## src/rtl/adxl357_i2c_sequencer.sv

```systemverilog
// Drives the ADXL357 I2C master control word: soft-reset and configuration writes,
// then hands the bus to the master's hardware data-ready read mode and watches each transfer.
//
// state      | meaning
// -----------+-----------------------------------------------------------
// S_IDLE     | waiting for i_init
// S_W_ISSUE  | table entry on reg/data, enable held until master leaves ready
// S_W_WAIT   | write in flight, waiting for finish (NACK / timeout checked)
// S_POR_WAIT | settle time after the soft-reset write
// S_W_NEXT   | advance the write index or move on to arming
// S_RUN_ARM  | wait for master ready, then switch to hardware read mode
// S_RUN      | streaming; count completed reads, stop when i_run drops
// S_ERR      | sticky error, bus released, only i_init leaves
module adxl357_i2c_sequencer #(
    parameter logic [6:0]  DEV_ADDR     = 7'h1D,
    parameter logic [2:0]  CLK_RATE     = 3'd6,
    parameter logic [31:0] POR_WAIT_CYC = 32'd500000,
    parameter logic [31:0] TIMEOUT_CYC  = 32'd200000,
    parameter int          SYNC_STAGES  = 2
) (
    input  logic        i_clk,
    input  logic        i_rst_n,
    input  logic        i_init,
    input  logic        i_run,
    input  logic [1:0]  i_range,
    input  logic [3:0]  i_odr,
    input  logic        i_drdy,
    input  logic [31:0] i_i2c_status,
    output logic [31:0] o_i2c_ctrl,
    output logic [6:0]  o_dev_addr,
    output logic [7:0]  o_reg_addr,
    output logic [7:0]  o_w_data,
    output logic        o_drdy,
    output logic        o_busy,
    output logic        o_init_done,
    output logic        o_err,
    output logic [1:0]  o_err_code,
    output logic        o_sample_pulse,
    output logic [15:0] o_sample_cnt
);

    typedef enum logic [2:0] {
        S_IDLE, S_W_ISSUE, S_W_WAIT, S_POR_WAIT, S_W_NEXT, S_RUN_ARM, S_RUN, S_ERR
    } state_t;

    localparam logic [31:0] TMO_LOAD = TIMEOUT_CYC - 32'd1;
    localparam logic [31:0] POR_LOAD = POR_WAIT_CYC - 32'd1;
    localparam logic [1:0]  ERR_TMO   = 2'b01;
    localparam logic [1:0]  ERR_STALL = 2'b10;

    state_t                 state_q;
    logic [1:0]             idx_q;
    logic [1:0]             range_q;
    logic [3:0]             odr_q;
    logic                   en_q, rw_q;
    logic [1:0]             op_mode_q;
    logic [7:0]             reg_addr_q, w_data_q;
    logic                   err_q;
    logic [1:0]             err_code_q;
    logic                   pulse_q;
    logic [15:0]            sample_cnt_q;
    logic [31:0]            tmr_q;
    logic [2:0]             nack_cnt_q;
    logic [SYNC_STAGES-1:0] rdy_sync_q, fin_sync_q;
    logic                   fin_prev_q;

    logic        rdy_s, fin_s, fin_rise;
    logic        tmr_act, tmr_expired;
    logic [1:0]  idx_d;
    logic [15:0] sample_cnt_d;
    logic        unused_status;

    assign unused_status = ^i_i2c_status[31:2];

    function automatic logic [15:0] wr_entry(input logic [1:0] idx,
                                             input logic [1:0] rng,
                                             input logic [3:0] odr);
        case (idx)
            2'd0:    return {8'h2F, 8'h52};
            2'd1:    return {8'h2C, 6'b0, rng};
            2'd2:    return {8'h28, 4'b0, odr};
            default: return {8'h2D, 8'h00};
        endcase
    endfunction

    always_ff @(posedge i_clk or negedge i_rst_n) begin
        if (!i_rst_n) begin
            rdy_sync_q <= '0;
            fin_sync_q <= '0;
            fin_prev_q <= 1'b0;
        end else begin
            rdy_sync_q[0] <= i_i2c_status[0];
            fin_sync_q[0] <= i_i2c_status[1];
            for (int k = 1; k < SYNC_STAGES; k++) begin
                rdy_sync_q[k] <= rdy_sync_q[k-1];
                fin_sync_q[k] <= fin_sync_q[k-1];
            end
            fin_prev_q <= fin_s;
        end
    end

    assign rdy_s    = rdy_sync_q[SYNC_STAGES-1];
    assign fin_s    = fin_sync_q[SYNC_STAGES-1];
    assign fin_rise = fin_s & ~fin_prev_q;

    // Timeout only runs while we are actually waiting on the master.
    assign tmr_act = (state_q == S_W_ISSUE) || (state_q == S_W_WAIT) ||
                     (state_q == S_RUN_ARM) || ((state_q == S_RUN) && !rdy_s);
    assign tmr_expired  = tmr_act && (tmr_q == 32'd0);
    assign idx_d        = idx_q + 2'd1;
    assign sample_cnt_d = sample_cnt_q + 16'd1;

    always_ff @(posedge i_clk or negedge i_rst_n) begin
        if (!i_rst_n) begin
            state_q      <= S_IDLE;
            idx_q        <= 2'd0;
            range_q      <= 2'd0;
            odr_q        <= 4'd0;
            en_q         <= 1'b0;
            rw_q         <= 1'b0;
            op_mode_q    <= 2'b00;
            reg_addr_q   <= 8'h00;
            w_data_q     <= 8'h00;
            err_q        <= 1'b0;
            err_code_q   <= 2'b00;
            pulse_q      <= 1'b0;
            sample_cnt_q <= 16'h0000;
            tmr_q        <= 32'd0;
            nack_cnt_q   <= 3'd0;
        end else begin
            pulse_q <= 1'b0;
            if ((tmr_act || (state_q == S_POR_WAIT)) && (tmr_q != 32'd0))
                tmr_q <= tmr_q - 32'd1;

            unique case (state_q)
                S_IDLE, S_ERR: begin
                    if (i_init) begin
                        err_q      <= 1'b0;
                        err_code_q <= 2'b00;
                        range_q    <= i_range;
                        odr_q      <= i_odr;
                        idx_q      <= 2'd0;
                        {reg_addr_q, w_data_q} <= wr_entry(2'd0, i_range, i_odr);
                        en_q       <= 1'b0;
                        rw_q       <= 1'b0;
                        op_mode_q  <= 2'b00;
                        tmr_q      <= TMO_LOAD;
                        state_q    <= S_W_ISSUE;
                    end
                end

                // Enable only rises once the master is back in ready, so a
                // re-issue never lands on a transfer that is still closing.
                S_W_ISSUE: begin
                    if (tmr_expired) begin
                        en_q       <= 1'b0;
                        err_q      <= 1'b1;
                        err_code_q <= ERR_STALL;
                        state_q    <= S_ERR;
                    end else if (!en_q) begin
                        if (rdy_s)
                            en_q <= 1'b1;
                    end else if (!rdy_s) begin
                        en_q       <= 1'b0;
                        nack_cnt_q <= 3'd0;
                        tmr_q      <= TMO_LOAD;
                        state_q    <= S_W_WAIT;
                    end
                end

                S_W_WAIT: begin
                    if (fin_rise) begin
                        if (idx_q == 2'd0) begin
                            tmr_q   <= POR_LOAD;
                            state_q <= S_POR_WAIT;
                        end else begin
                            tmr_q   <= TMO_LOAD;
                            state_q <= S_W_NEXT;
                        end
                    end else if (tmr_expired) begin
                        err_q      <= 1'b1;
                        err_code_q <= ERR_TMO;
                        state_q    <= S_ERR;
                    end else if (rdy_s) begin
                        if (nack_cnt_q == 3'd7) begin
                            err_q      <= 1'b1;
                            err_code_q <= ERR_STALL;
                            state_q    <= S_ERR;
                        end else begin
                            nack_cnt_q <= nack_cnt_q + 3'd1;
                        end
                    end else begin
                        nack_cnt_q <= 3'd0;
                    end
                end

                S_POR_WAIT: begin
                    if (tmr_q == 32'd0) begin
                        tmr_q   <= TMO_LOAD;
                        state_q <= S_W_NEXT;
                    end
                end

                S_W_NEXT: begin
                    tmr_q <= TMO_LOAD;
                    if (idx_q == 2'd3) begin
                        state_q <= S_RUN_ARM;
                    end else begin
                        idx_q   <= idx_d;
                        {reg_addr_q, w_data_q} <= wr_entry(idx_d, range_q, odr_q);
                        state_q <= S_W_ISSUE;
                    end
                end

                S_RUN_ARM: begin
                    if (tmr_expired) begin
                        err_q      <= 1'b1;
                        err_code_q <= ERR_TMO;
                        state_q    <= S_ERR;
                    end else if (rdy_s) begin
                        op_mode_q <= 2'b10;
                        rw_q      <= 1'b1;
                        en_q      <= 1'b0;
                        tmr_q     <= TMO_LOAD;
                        state_q   <= S_RUN;
                    end
                end

                S_RUN: begin
                    if (fin_rise) begin
                        pulse_q      <= 1'b1;
                        sample_cnt_q <= sample_cnt_d;
                        tmr_q        <= TMO_LOAD;
                    end else if (tmr_expired) begin
                        op_mode_q  <= 2'b00;
                        rw_q       <= 1'b0;
                        err_q      <= 1'b1;
                        err_code_q <= ERR_TMO;
                        state_q    <= S_ERR;
                    end else if (rdy_s) begin
                        tmr_q <= TMO_LOAD;
                        if (!i_run) begin
                            op_mode_q <= 2'b00;
                            rw_q      <= 1'b0;
                            state_q   <= S_IDLE;
                        end
                    end
                end
            endcase
        end
    end

    assign o_i2c_ctrl     = {25'b0, CLK_RATE, op_mode_q, rw_q, en_q};
    assign o_dev_addr     = DEV_ADDR;
    assign o_reg_addr     = reg_addr_q;
    assign o_w_data       = w_data_q;
    assign o_drdy         = i_drdy & i_run & (state_q == S_RUN);
    assign o_busy         = (state_q != S_IDLE) && (state_q != S_RUN) && (state_q != S_ERR);
    assign o_init_done    = (state_q == S_RUN);
    assign o_err          = err_q;
    assign o_err_code     = err_code_q;
    assign o_sample_pulse = pulse_q;
    assign o_sample_cnt   = sample_cnt_q;

endmodule

```

## config.mk

```make
export PLATFORM = sky130hd
export DESIGN_NAME = adxl357_i2c_sequencer
export DESIGN_NICKNAME = d
export VERILOG_FILES = /design/src/rtl/adxl357_i2c_sequencer.sv
export SDC_FILE = /design/constraint.sdc
export NUM_CORES = 1
export LEC_CHECK = 0
export ABC_CLOCK_PERIOD_IN_PS = 3000
export CORE_MARGIN = 1.5
export CORE_UTILIZATION = 50
export CTS_CLUSTER_DIAMETER = 40
export DETAILED_ROUTE_END_ITERATION = 8
export PLACE_DENSITY = 0.81
export SYNTH_ARGS = -nofsm -noshare
export SYNTH_HDL_FRONTEND = slang
export SYNTH_SLANG_ARGS = --single-unit
```

## constraint.sdc

```tcl
create_clock -name i_clk -period 3 [get_ports i_clk]
set_input_delay 0.45 -clock i_clk [delete_from_list [all_inputs] [get_ports i_clk]]
set_output_delay 0.45 -clock i_clk [all_outputs]
set_load 0.005 [all_outputs]
```

==> summary by stage <==
Outcome
The flow ran to the end, and the final reports show no timing, DRC or antenna violations.

Timing
Timing would allow up to 340 MHz. Setup total negative slack on the finished layout was measured at 0 ns. Setup repair after global routing left no endpoint under its margin.

On the final layout, the worst clock skew is 0.0200 ns. The final setup violation count is 0. Measured against its own limit, the worst slew margin works out to 33.1%. The number of hold violations in the final report is 0. The time the worst path needs with I/O delays and setup is 2.94 ns.

The final worst-path cycle share is 98.1%. The final number of max-transition violations is 0. For the pin with the worst max-slew slack, the measured transition is 1.00 ns.

Finish
The finished cells cover 5640 um^2. Leaving out fill and tap cells, the most frequent cell in the layout is sky130_fd_sc_hd__dfrtp_1. The multi-input combinational cells in the finished layout cover a total of 2560 um^2. The sequential cell area is 2030 um^2. The filler cells instantiated in the layout total 829. The library cells used most frequently in the layout, excluding fill and tap cells, are sky130_fd_sc_hd__dfrtp_1, sky130_fd_sc_hd__nand2_1, sky130_fd_sc_hd__nor2_1. The number of antenna diodes in the final layout is 0. In the final layout, the share of cells above drive strength 1 is 9.97%.

The net count of the finished layout is 643. Relative to the synthesized area, the layout overhead comes to 14.7%.

Setup path
The critical path data arrival time is 3.24 ns. On the critical path the largest part of the delay comes from simple AND/OR/NAND/NOR gates. The required time at the endpoint of the critical path is 3.29 ns. The cell type with the highest occurrence count on the critical path is sky130_fd_sc_hd__or4_4. The top fanout value on the critical path is 8. The endpoint type of the worst setup path is a flip-flop. The stage delay of the slowest cell on the critical path is 0.63 ns. The number of buffers and inverters on the critical path is 0.

The signal on the critical path passes through or4_4 > or4b_4 > or4_4 > o21a_4 > a2111oi_4 > o22a_1. On the critical path, the stage with the largest delay is an instance of sky130_fd_sc_hd__or4_4. The critical path is of the flip-flop to flip-flop type.

The kind of launch point of the worst setup path is a flip-flop.

Power
The completed layout was analyzed and its total power is 4.63 mW. Dividing total power by cell area gives a power density of 820 nW/um^2. For this design the static power due to leakage is 2.38 nW. The peak supply drop is 0.524 mV.

CTS
In this run, CTS created clock tree buffers numbering 9. The worst-skew pair later-pin latency is 0.36 ns. The clock tree buffer depth is 2. CTS built an H-tree with a depth of 3. The CTS tree is done. The count of clock tree sinks is 81. Clock tree synthesis selected as its root buffer the cell sky130_fd_sc_hd__clkbuf_8. The clock-pin slew on the worst setup and hold paths is 0.10 ns.

Logic synthesis
By area, the combinational part of the netlist is dominated by simple AND/OR/NAND/NOR gates. The synthesized netlist devotes 12.9% of its cell area to compound gates. The count of flip-flops with a built-in enable after synthesis is 0.

The count of unique library cells instantiated by Yosys is 66. The synthesized design spends more area on one cell type than any other, namely sky130_fd_sc_hd__dfrtp_1. Multiplexer cells account for 1.37% of the synthesized area. The count of warnings emitted by yosys is 0. After synthesis, the mean cell area works out to 9.11 um^2. The xor/xnor share of the synthesized area is 7.48%.

The post-synth design cell area is 4920 um^2. The number of synthesized register bits is 81. The post-synthesis adder-cell area fraction is 3.25%. The synthesized netlist devotes 23.7% of its cell area to simple gates.

After synthesis, the share of flip-flops with an asynchronous set or reset is 100%. The top flip-flop cell by instance count after synthesis is sky130_fd_sc_hd__dfrtp_1. The area share of the largest cell type after synthesis is 41.2%. The cell count after synthesis came out at 540. Sorting the synthesized cells by area gives the leading types as sky130_fd_sc_hd__dfrtp_1, sky130_fd_sc_hd__buf_4, sky130_fd_sc_hd__xnor2_1. The part of the Yosys area used for sequential elements is 41.2%.

Global routing
The total congestion overflow after global routing is 0. Entering global routing, the biggest net connects 82 pins. The overall track demand over capacity in global routing is 22.0%. The via count of the first global-routing pass came to 3855. The number of antenna violations at the first check in global routing was 0. The first global-routing pass estimated 18300 um of wire.

Floorplanning
The cell row count is 36. The floorplan step set the die width to 102 um. The region available for standard cell placement spans 9640 um^2. The initial utilization of the core area, before any placement, comes to 51.1%. The floorplan die area is 10400 um^2.

The count of boundary I/O pins is 121. The die is 102 um tall.

Route
The number of DRC violations after detailed-routing iteration 0 is 294. The final routed DRC violation total is 0. In this run the remaining antenna-violating nets after routing total 0. The ratio of routed vias to standard cells is 5.51. Wires add up to 10800 um. Before antenna repair, the detailed router went through 4 iterations. Dividing the detail-routed wire length by the instance count gives 14.9 um. The number of vias after detailed routing is 3992.

Placement
Once placement finished, the instance area stood at 5410 um^2. Once detailed placement completed, the half-perimeter wirelength came to 7570 um. Buffers placed on the I/O ports in this run total 49.

At the end of routability-driven placement, the weighted congestion stood at 0.957.

Min path
The path class of the lowest-slack min-delay path is primary input to async pin.

Flow run
The number of maximum-capacitance violations is 0.
[sequential cells by signal, indices dropped and copies added (netlist names), 3 cells and up]
| name | count |
|---|---|
| nack_cnt_q | 3 |
| o_reg_addr | 4 |
| o_sample_cnt | 16 |
| o_w_data | 4 |
| odr_q | 4 |
| state_q | 3 |
| tmr_q | 32 |
[kinds of logic after synthesis]
family                   after synthesis
AND/OR/NAND/NOR                      224
AO/OA/AOI/OAI                         92
flip-flops                            81
buffers and inverters                 80
XOR/XNOR                              42
adder cells (fa/ha/maj)               13
multiplexers                           6
other                                  2
[where the power goes]
part / internal [mW] / switching, mW / leakage (nW)
sequential: 1.31 / 0.253 / 1.02
clock: 0.469 / 0.415 / 0.110
combinational: 0.971 / 1.21 / 1.25
[cells in the mapped netlist (10+ instances only)]
| master | n |
|---|---|
| sky130_fd_sc_hd__a21oi_1 | 22 |
| sky130_fd_sc_hd__ha_1 | 12 |
| sky130_fd_sc_hd__dfrtp_1 | 81 |
| sky130_fd_sc_hd__xor2_1 | 13 |
| sky130_fd_sc_hd__nand2_1 | 56 |
| sky130_fd_sc_hd__nor3_1 | 19 |
| sky130_fd_sc_hd__xnor2_1 | 29 |
| sky130_fd_sc_hd__nor2b_1 | 10 |
| sky130_fd_sc_hd__clkbuf_1 | 19 |
| sky130_fd_sc_hd__o21ai_0 | 24 |
| sky130_fd_sc_hd__buf_4 | 47 |
| sky130_fd_sc_hd__nor2_1 | 51 |
| sky130_fd_sc_hd__nor4_1 | 15 |
| sky130_fd_sc_hd__nand3_1 | 20 |
[metal layers]
layer | vias up | wire (um) | track usage (%)
met2 | 113 | 5320 | 36.1
li1 | 1910 | - | -
met4 | 0 | 181 | 6.22
met3 | 21 | 422 | 4.04
met5 | - | 0 | 0
met1 | 1948 | 4870 | 29.9
[path summary, 6_finish.rpt]
path | startpoint | endpoint | slack, ns | cells after the start
worst max-delay path | tmr_q[11] | state_q[0] | 0.06 | 6
worst min-delay path | i_rst_n | en_q | 0.23 | 1
worst max register to register | tmr_q[11] | state_q[0] | 0.06 | 6
worst min register to register | rdy_sync_q[0] | rdy_sync_q[1] | 0.35 | 0
max in group asynchronous | i_rst_n | tmr_q[17] | 2.09 | 1
min in group i_clk | rdy_sync_q[0] | rdy_sync_q[1] | 0.35 | 0
[stage by stage]
step / worst slack (ns) / utilization (%) / hold slack, ns / std cells
floorplan: 0.211 / - / 0.154 / 579
global placement: 0.0941 / 56.1 / 0.331 / 709
detailed placement: 0.0469 / 56.1 / 0.336 / 709
CTS: 0.0297 / 58.4 / 0.298 / 724
global route: 0.0175 / 58.6 / 0.319 / 725
finish: 0.0580 / 58.6 / 0.235 / 725
[area by class of cell]
cell class                 instances  area share (%)
multi-input combinational        418            45.4
sequential                        81            35.9
timing repair buffer              70            11.4
tap                              133            2.95
clock buffer                       9            2.19
clock inverter                     6            1.62
inverter                           8           0.532
[worst register-to-register path: stages (launching register included)]
cell	delay, ns
sky130_fd_sc_hd__dfrtp_1	0.44
sky130_fd_sc_hd__or4_4	0.55
sky130_fd_sc_hd__or4b_4	0.58
sky130_fd_sc_hd__or4_4	0.64
sky130_fd_sc_hd__o21a_4	0.28
sky130_fd_sc_hd__a2111oi_4	0.19
sky130_fd_sc_hd__o22a_1	0.19
[what timing repair did]
action,4_1_cts,5_1_grt
setup endpoints to repair,0,9
hold buffers,0,0
resized for setup,0,4
buffers inserted,0,1
Note: power is estimated with default switching activity, not from simulation.
